<file path="src/rtl/a2d_pkg.sv">
`default_nettype none
// ============================================================================
// Module      : a2d_pkg
// Description : Shared types and constants for the A2D round-robin scheduler.
//               FSM state encoding, channel index type, default ADC128S
//               channel codes and the SPI command-word layout.
// Revision    : 1.0 - initial release
// ============================================================================
package a2d_pkg;

  typedef enum logic [2:0] {
    IDLE   = 3'd0,
    CMD    = 3'd1,
    WT_CMD = 3'd2,
    GAP    = 3'd3,
    RD     = 3'd4,
    WT_RD  = 3'd5
  } a2d_state_e;

  typedef logic [1:0] ch_idx_t;

  localparam int NUM_CH     = 4;
  localparam int RES_W      = 12;
  localparam int CMD_W      = 16;
  localparam int CMD_CH_LSB = 11;

  localparam logic [2:0] CH_LFT_DEF   = 3'd0;
  localparam logic [2:0] CH_RGHT_DEF  = 3'd4;
  localparam logic [2:0] CH_STEER_DEF = 3'd5;
  localparam logic [2:0] CH_BATT_DEF  = 3'd6;

  // Command word: two zero bits, 3-bit channel, 11 don't-care bits sent as 0.
  function automatic logic [CMD_W-1:0] a2d_cmd(input logic [2:0] ch);
    return {2'b00, ch, 11'h000};
  endfunction

endpackage
`default_nettype wire

</file>
<file path="src/rtl/a2d_ch_reg.sv">
`default_nettype none
// ============================================================================
// Module      : a2d_ch_reg
// Description : One 12-bit channel result register.
//               With A2D_AVG_EN defined the register low-pass filters the
//               samples as new = (3*old + sample) >> 2, loading the raw
//               sample on the first update after reset (tracked by a primed
//               bit). Without it the raw sample is loaded.
// Ports       : clk, rst_n (async active-low), ld_en (load strobe),
//               sample[11:0] (new conversion), result[11:0] (held value)
// Macro       : A2D_AVG_EN
// Revision    : 1.0 - initial release
// ============================================================================
module a2d_ch_reg
  import a2d_pkg::*;
(
  input  logic             clk,
  input  logic             rst_n,
  input  logic             ld_en,
  input  logic [RES_W-1:0] sample,
  output logic [RES_W-1:0] result
);

  logic [RES_W-1:0] res_q, res_d;

`ifdef A2D_AVG_EN
  logic             primed_q, primed_d;
  logic [RES_W+1:0] acc;

  always_comb begin
    // 3*old + sample fits in 14 bits (max 16380); the >>2 keeps bits [13:2].
    acc      = {2'b00, res_q} + {1'b0, res_q, 1'b0} + {2'b00, sample};
    res_d    = res_q;
    primed_d = primed_q;
    if (ld_en) begin
      res_d    = primed_q ? acc[RES_W+1:2] : sample;
      primed_d = 1'b1;
    end
  end

  always_ff @(posedge clk or negedge rst_n) begin
    if (!rst_n) begin
      res_q    <= '0;
      primed_q <= 1'b0;
    end else begin
      res_q    <= res_d;
      primed_q <= primed_d;
    end
  end
`else
  always_comb begin
    res_d = ld_en ? sample : res_q;
  end

  always_ff @(posedge clk or negedge rst_n) begin
    if (!rst_n) begin
      res_q <= '0;
    end else begin
      res_q <= res_d;
    end
  end
`endif

  assign result = res_q;

endmodule
`default_nettype wire

</file>
<file path="src/rtl/a2d_rr_sched.sv">
`default_nettype none
// ============================================================================
// Module      : a2d_rr_sched
// Description : Round-robin conversion scheduler for the shared A2D SPI path.
//               On nxt it runs one round over left load cell, right load
//               cell, steer pot and battery. Each channel uses two SPI
//               transactions (command, then read with the same command);
//               the read's low 12 bits are the conversion.
// Ports       : clk, rst_n (async active-low)
//               nxt            - pulse, start one round
//               spi_wrt/spi_cmd - transaction start and command word
//               spi_done/spi_rd - transaction complete and returned word
//               lft_ld, rght_ld, steer_pot, batt - latest 12-bit results
//               busy           - round in progress
//               vld            - pulse, all four results are fresh
// Macro       : A2D_AVG_EN (enables averaging in a2d_ch_reg)
// Revision    : 1.0 - initial release
// ============================================================================
module a2d_rr_sched
  import a2d_pkg::*;
#(
  parameter logic [2:0] CH_LFT   = CH_LFT_DEF,
  parameter logic [2:0] CH_RGHT  = CH_RGHT_DEF,
  parameter logic [2:0] CH_STEER = CH_STEER_DEF,
  parameter logic [2:0] CH_BATT  = CH_BATT_DEF
) (
  input  logic             clk,
  input  logic             rst_n,
  input  logic             nxt,
  output logic             spi_wrt,
  output logic [CMD_W-1:0] spi_cmd,
  input  logic             spi_done,
  input  logic [CMD_W-1:0] spi_rd,
  output logic [RES_W-1:0] lft_ld,
  output logic [RES_W-1:0] rght_ld,
  output logic [RES_W-1:0] steer_pot,
  output logic [RES_W-1:0] batt,
  output logic             busy,
  output logic             vld
);

  a2d_state_e       state_q, state_d;
  ch_idx_t          idx_q, idx_d;
  logic             busy_q, busy_d;
  logic             vld_q, vld_d;
  logic             rd_done;
  logic [2:0]       ch_code;
  logic [RES_W-1:0] ch_res [NUM_CH];

  // Upper nibble of the returned word carries no conversion data.
  logic unused_rd_hi;
  assign unused_rd_hi = ^spi_rd[CMD_W-1:RES_W];

  // State register
  always_ff @(posedge clk or negedge rst_n) begin
    if (!rst_n) begin
      state_q <= IDLE;
      idx_q   <= '0;
      busy_q  <= 1'b0;
      vld_q   <= 1'b0;
    end else begin
      state_q <= state_d;
      idx_q   <= idx_d;
      busy_q  <= busy_d;
      vld_q   <= vld_d;
    end
  end

  // Next-state logic. spi_done outside the two wait states falls through the
  // case untouched, which is how stray completions are ignored.
  always_comb begin
    state_d = state_q;
    idx_d   = idx_q;
    busy_d  = busy_q;
    vld_d   = 1'b0;
    case (state_q)
      IDLE: begin
        if (nxt) begin
          busy_d  = 1'b1;
          idx_d   = '0;
          state_d = CMD;
        end
      end
      CMD:    state_d = WT_CMD;
      WT_CMD: if (spi_done) state_d = GAP;
      GAP:    state_d = RD;
      RD:     state_d = WT_RD;
      WT_RD: begin
        if (spi_done) begin
          if (idx_q == ch_idx_t'(NUM_CH - 1)) begin
            vld_d   = 1'b1;
            busy_d  = 1'b0;
            idx_d   = '0;
            state_d = IDLE;
          end else begin
            idx_d   = idx_q + 2'd1;
            state_d = CMD;
          end
        end
      end
      default: state_d = IDLE;
    endcase
  end

  // Output logic. The command is a pure function of the index, so it holds
  // steady for the whole transaction without a separate register.
  always_comb begin
    spi_wrt = (state_q == CMD) || (state_q == RD);
    rd_done = (state_q == WT_RD) && spi_done;
    case (idx_q)
      2'd0:    ch_code = CH_LFT;
      2'd1:    ch_code = CH_RGHT;
      2'd2:    ch_code = CH_STEER;
      default: ch_code = CH_BATT;
    endcase
  end

  assign spi_cmd = a2d_cmd(ch_code);

  generate
    for (genvar i = 0; i < NUM_CH; i++) begin : g_ch
      a2d_ch_reg u_ch_reg (
        .clk    (clk),
        .rst_n  (rst_n),
        .ld_en  (rd_done && (idx_q == ch_idx_t'(i))),
        .sample (spi_rd[RES_W-1:0]),
        .result (ch_res[i])
      );
    end
  endgenerate

  assign lft_ld    = ch_res[0];
  assign rght_ld   = ch_res[1];
  assign steer_pot = ch_res[2];
  assign batt      = ch_res[3];
  assign busy      = busy_q;
  assign vld       = vld_q;

endmodule
`default_nettype wire

</file>
<file path="config.mk">
export PLATFORM = sky130hd
export DESIGN_NAME = a2d_rr_sched
export DESIGN_NICKNAME = d
export VERILOG_FILES = /design/src/rtl/a2d_pkg.sv /design/src/rtl/a2d_ch_reg.sv /design/src/rtl/a2d_rr_sched.sv
export SDC_FILE = /design/constraint.sdc
export NUM_CORES = 1
export LEC_CHECK = 0
export BUFFER_PORTS_ARGS = -buffer_cell sky130_fd_sc_hd__clkbuf_2
export CAP_MARGIN = 5
export CORE_ASPECT_RATIO = 1.2
export CORE_MARGIN = 10
export CORE_UTILIZATION = 38
export CTS_CLUSTER_SIZE = 10
export DETAILED_ROUTE_END_ITERATION = 8
export PLACE_DENSITY_LB_ADDON = 0.25
export SYNTH_ARGS = -nofsm -noshare
export SYNTH_HDL_FRONTEND = slang
export SYNTH_SLANG_ARGS = --single-unit
</file>
<file path="constraint.sdc">
create_clock -name clk -period 1.7 [get_ports clk]
set_clock_uncertainty 0.1 [all_clocks]
set_input_delay 0.085 -clock clk [delete_from_list [all_inputs] [get_ports clk]]
set_output_delay 0.085 -clock clk [all_outputs]
set_load 0.05 [all_outputs]
</file>
# Yosys cells after proc, flatten, opt, wreduce, memory -nomap -nowiden
# Index checks and enable logic that the tools add are counted.
dict set report op_classes {
  n_addsub 1
  n_eq_ne 12
  reduce_logical 12
  muxes 17
}
# op count
set ops {}
lappend ops {{$pmux 3 s6} 1}
lappend ops {{$mux 3} 3}
lappend ops {{$pmux 3 s3} 1}
lappend ops {{$mux 1} 7}
lappend ops {{$eq 3x2->1 const B} 2}
lappend ops {{$eq 3x3->1 const B} 2}
lappend ops {{$mux 2} 3}
lappend ops {{$ne 2x2->1 const B} 3}
lappend ops {{$reduce_and 3->1} 2}
lappend ops {{$logic_and 1x1->1} 5}
lappend ops {{$eq 2x2->1 const B} 2}
lappend ops {{$pmux 2 s2} 1}
lappend ops {{$reduce_and 4->1} 1}
lappend ops {{$eq 3x1->1 const B} 1}
lappend ops {{$logic_not 3->1} 1}
lappend ops {{$add 2x1->2 const B} 1}
lappend ops {{$eq 2x1->1 const B} 1}
lappend ops {{$logic_not 2->1} 1}
lappend ops {{$ne 2x1->1 const B} 1}
lappend ops {{$pmux 1 s2} 1}
lappend ops {{$reduce_bool 2->1} 1}
lappend ops {{$logic_or 1x1->1} 1}
dict set report totals {
  in_bits 20
  reg_bits 55
  output_inout_bits 67
}

# Logic depth before layout (Yosys ltp)
dict set report depth {
  word_depth 4
  mapped_depth 6
}

# By module
# Synthesis repeated with hierarchy kept, for this count alone.
dict set report hier_totals {
  cells_unflattened 165
  area_unflattened_um2 2521.2
}
# module instances area_each_um2 cells_per_inst
set modules_own_cells {}
lappend modules_own_cells {a2d_ch_reg 4 484.2 25}
lappend modules_own_cells {a2d_rr_sched 1 584.3 65}

# Least setup slack after synthesis
# No wires, ideal clock.
dict set report synth_path {
  kind {reg2reg}
  startpoint {register idx_q[0]}
  endpoint {register g_ch[3].u_ch_reg.res_q[0]}
  path_stages_with_launch 6
  t_required_ns 1.475
  setup_ns 0.125
  slack_ns -0.246
  arrival_ns 1.720
  path_buffers 2
  period_less_slack_ns 1.946
  path_cell_list {dfrtp_1 > ha_1 > and4_1 > buf_6 > buf_6 > mux2_4}
}
dict set report synth_via {
  elab_chain_len 2
}
# item line_no
set synth_rtl {}
lappend synth_rtl {{start, declared} a2d_rr_sched.sv:43} ;# ch_idx_t idx_q, idx_d;
lappend synth_rtl {{start signal, assigned} a2d_rr_sched.sv:63} ;# idx_q <= idx_d;
lappend synth_rtl {{$eq 2x2->1} a2d_rr_sched.sv:125} ;# .ld_en (rd_done && (idx_q == ch_idx_t'(i))),
lappend synth_rtl {{$logic_and 1x1->1} a2d_rr_sched.sv:125}
lappend synth_rtl {{end signal, assigned} a2d_ch_reg.sv:59} ;# res_q <= res_d;
lappend synth_rtl {{end, declared} a2d_ch_reg.sv:24} ;# logic [RES_W-1:0] res_q, res_d;
# Every way passes these cells.
# A chain may end at the register's enable or synchronous reset.

# Worst setup path after layout
dict set report layout_path {
  startpoint {input port spi_done}
  endpoint {register g_ch[2].u_ch_reg.res_q[3]}
}
dict set report layout_via {
  elab_chain_len 2
}
# item line_no
set layout_rtl {}
lappend layout_rtl {{start, declared} a2d_rr_sched.sv:32} ;# input logic spi_done,
lappend layout_rtl {{$logic_and 1x1->1} a2d_rr_sched.sv:109} ;# rd_done = (state_q == WT_RD) && spi_done;
lappend layout_rtl {{$logic_and 1x1->1} a2d_rr_sched.sv:125}
lappend layout_rtl {{end signal, assigned} a2d_ch_reg.sv:59}
lappend layout_rtl {{end, declared} a2d_ch_reg.sv:24}
# Every way passes these cells.

==> impl.org <==
** Clocking
- Clock tree synthesis selected as its root buffer the cell clkbuf_8.
- CTS built an H-tree with a depth of 2.
- Num CTS Buffers :: 5
- In this run the post-CTS setup repair buffer count came out at 0.
- Clock tree from TritonCTS :: built
- Bufs on Longest Clock Path :: 2
- Clock-pin slew was measured on the worst setup and hold paths at 0.09 ns.
- The later pin in the worst-skew pair is clocked with a latency of 0.29 ns.
- Num Clock Sinks :: 55

** Place
- Routability congestion estimate :: 0.704
- IO Port Bufs :: 69
- Detailed placement ended at an HPWL of 4.00 mm.
- Once placement completed, the tool counted placed cells totaling 317.

** Setup path
- The worst setup path is captured at a flop.
- STA classifies the critical path startpoint as a primary input.
- Largest delay contributor family on the critical path :: buffers and inverters
- For this run, the slowest stage of the critical path takes 0.52 ns.
- Arr. time, crit path :: 1.70 ns
- Crit-path max FO :: 12
- Ordered list of cells on the worst path :: dlygate4sd3_1, clkbuf_2, and4b_2, nand2_4, mux2_4
- Worst path bufs/invs :: 2
- Data required, critical path :: 1.78 ns
- For flop-to-flop paths, the worst setup slack is 0.09 ns.
- Slowest stage cell, crit path :: dlygate4sd3_1
- The setup path with the least slack is of type primary input to flop.

** Floorplanning
- Area of the core region :: 6490 sq um
- The initial utilization of the core area, before any placement, comes to 39.2%.
- The die covers 10400 sq um.
- Row generation in the floorplan step produced 32 rows.
- Horizontal die dimension :: 94.7 um
- Die height :: 110 um
- Ports :: 87

** Finish
- Area occupied by multi-input gates :: 1010 sq um
- The filler cells instantiated in the layout total 592.
- From synthesis to final layout, the design area changed by 27.3%.
- In the final layout, the share of cells above drive strength 1 is 56.9%.
- Sequential Area :: 1380 sq um
- Number of antenna cells inserted :: 0
- At the end of the flow, the number of nets in the layout was 279.
- Non-filler cells, final :: 340

** Synthesis
- For this run, the number of Yosys warnings is 0.
- Number of instances in the synthesized netlist :: 162
- Cell area after synthesis :: 2540 sq um
- Number of storage elements in the synthesis netlist :: 55
- Most area-consuming cells after synthesis :: dfrtp_1 54%, mux2_4 22%, mux2_2 4.4%
- The biggest area contributor in the post-synthesis netlist is dfrtp_1.
- After synthesis, the largest area contributor takes up 54.1% of total cell area.
- Share of flip-flops with an asynchronous set or reset after synthesis :: 100%
- Count of flip-flops with a built-in enable after synthesis :: 0
- Among all flip-flop cells after synthesis, the most frequent one is dfrtp_1.
- Of the synthesized area, sequential elements account for 54.1%.
- After synthesis, the mean cell area works out to 15.7 sq um.
- Yosys mapped the design onto 25 distinct sky130hd cell types.

** Global routing
- Pin count of the biggest net entering global routing :: 56
- The first global-routing pass estimated 8.79 mm of wire.
- Global routing used 10.7% of the available tracks across all layers.
- The number of antenna violations at the first check in global routing came to 0.
- GR Overflow Total :: 0
- The number of global-route vias before repair came to 1665.

** Power
- In this run switching power makes up 42.1% of total power.
- Total power draw :: 4.74 mW
- The clock network accounts for 18.5% of the total power.
- Combinational cell fraction of total power :: 44.5%
- P_sw :: 2.00 mW
- Cell-internal power :: 2.75 mW
- IR analysis of the VDD net gives a maximum drop of 0.859 mV.
- Power Density :: 1470 nW/um^2
- Seq pwr share :: 37.0%
- Leakage power :: 1.79 nW

** Timing
- For the final routed database, the setup TNS stands at 0 ns.
- The max-slew violation count came to 0.
- Period minus WS final :: 1.62 ns
- For this run, the top clock speed supported by timing is 617 MHz.
- Dividing the final minimum period by the clock period gives 95.3%.
- Setup repair after global routing left no endpoint under its margin.
- Setup Viol. Count Final :: 0
- Final count of hold timing violations :: 0

** Min path
- The min-delay analysis places its worst path in the category primary input to async pin.

** Drt
- For this block, the routed nets add up to 5.50 mm of wire.
- After detailed routing, the average wire length per cell comes to 16.2 um.
- The detail route stage leaves a number of antenna-violating nets equal to 0.
- In this run, the number of DRC markers left after iteration 0 of detailed routing was 28.
- For this block, the via count after detailed routing is 1516.
- Number of search-and-repair iterations in the first detailed-routing pass :: 4
- Avg Vias per Cell :: 4.46
- After detailed routing, the number of remaining DRC violations is 0.

** Run status
- Status :: complete, no violations

** Job
- Max_cap viols :: 0
per-layer routing:
| layer | GRT usage (%) | wire length, um |
|---|---|---|
| met1 | 13.3 | 2360 |
| met2 | 16.9 | 2620 |
| met3 | 4.43 | 467 |
| met4 | 2.89 | 53 |
| met5 | 0 | 0 |
through the flow:
stage          cell area [sq um]  util, %  hold slack, ns  setup WS, ns
2_1_floorplan               2600        -          -0.311        0.0217
3_3_place_gp                2960     45.6          0.0169        0.0279
3_5_place_dp                2960     45.6          0.0101        0.0188
4_1_cts                     3230     49.7           0.221        0.0326
5_1_grt                     3240     49.9           0.249       0.00528
6_report                    3240     49.9           0.213        0.0806
cell type report:
type	instances	share of cell area, %
multi-input cells	94	31.2
well taps	85	3.29
repair buffers	95	19.0
clock inverters	2	1.08
flip-flops and latches	55	42.5
clock buffers	6	2.55
inverters	3	0.348
path summary, 6_finish.rpt:
check | start | endpoint | cells past startpoint
min in group clk | busy$_DFFE_PN0P_ | busy$_DFFE_PN0P_ | 2
setup reg to reg | state_q[1]$_DFFE_PN0P_ | g_ch[2].u_ch_reg.result[3]$_DFFE_PN0P_ | 3
max in group asynchronous | rst_n | g_ch[2].u_ch_reg.result[9]$_DFFE_PN0P_ | 3
hold / removal | rst_n | g_ch[0].u_ch_reg.result[6]$_DFFE_PN0P_ | 3
hold reg to reg | busy$_DFFE_PN0P_ | busy$_DFFE_PN0P_ | 2
setup / recovery | spi_done | g_ch[2].u_ch_reg.result[3]$_DFFE_PN0P_ | 5
layout by cell type (no fill, tap or decap), types with 2 or more instances in the layout:
cell type      netlist  routed
buf_12               3       3
o21ai_0              3       3
dfrtp_1             55      55
clkbuf_2             0      68
nand2_1              4       4
conb_1               1      13
inv_1                3       3
dlygate4sd3_1        0      15
xnor2_1              2       2
nor2_1               5       5
mux2_4              38      38
buf_4               13       8
clkbuf_8             0       6
nand2_4              3       2
ha_1                 5       3
nand4_1              2       2
mux2_2              10      10
repair_timing:
action	in CTS	in global routing
endpoints found under the setup margin	3	5
hold buffers	15	0
gates resized for setup	2	3
endpoints found under the hold margin	104	0
state kept, by name, indices dropped and copies added (netlist names):
register              flops
busy                      1
state_q                   3
vld                       1
idx_q                     2
g_ch.u_ch_reg.result     48
cells by family (layout without fill, tap and decap cells):
kind of cell	after synthesis	count (layout)	share of synthesized area, %
muxes	48	48	26.9
DFF	55	55	54.1
adders and majority gates	5	5	2.46
AOI/OAI and AO/OA	4	4	0.935
other	1	13	0.147
and+or+nand+nor	22	22	5.76
xor gates and xnor gates	2	2	0.689
buffers and inverters	25	106	9.01
synth_stat cells, types with 2 or more instances:
| cell | count |
|---|---|
| dfrtp_1 | 55 |
| mux2_4 | 38 |
| buf_4 | 13 |
| mux2_2 | 10 |
| buf_6 | 5 |
| ha_1 | 5 |
| nor2_1 | 5 |
| nand2_1 | 4 |
| buf_12 | 3 |
| inv_1 | 3 |
| nand2_4 | 3 |
| o21ai_0 | 3 |
| nand4_1 | 2 |
| xnor2_1 | 2 |
worst min-delay path: stages:
cell and delay, ns:
dlygate4sd3_1 0.53, clkbuf_2 0.12, buf_12 0.26
power by group through the flow:
| stage | Combinational [mW] | Sequential, mW | Clock [mW] |
|---|---|---|---|
| after detailed placement | 2.09 | 1.78 | 0 |
| after global routing | 2.22 | 1.80 | 0.968 |
| after global placement | 2.08 | 1.77 | 0 |
| after floorplan | 0.795 | 2.64 | 0 |
| final | 2.11 | 1.76 | 0.875 |
| after CTS | 2.13 | 1.76 | 0.926 |
Note: power is estimated with default switching activity, not from simulation.
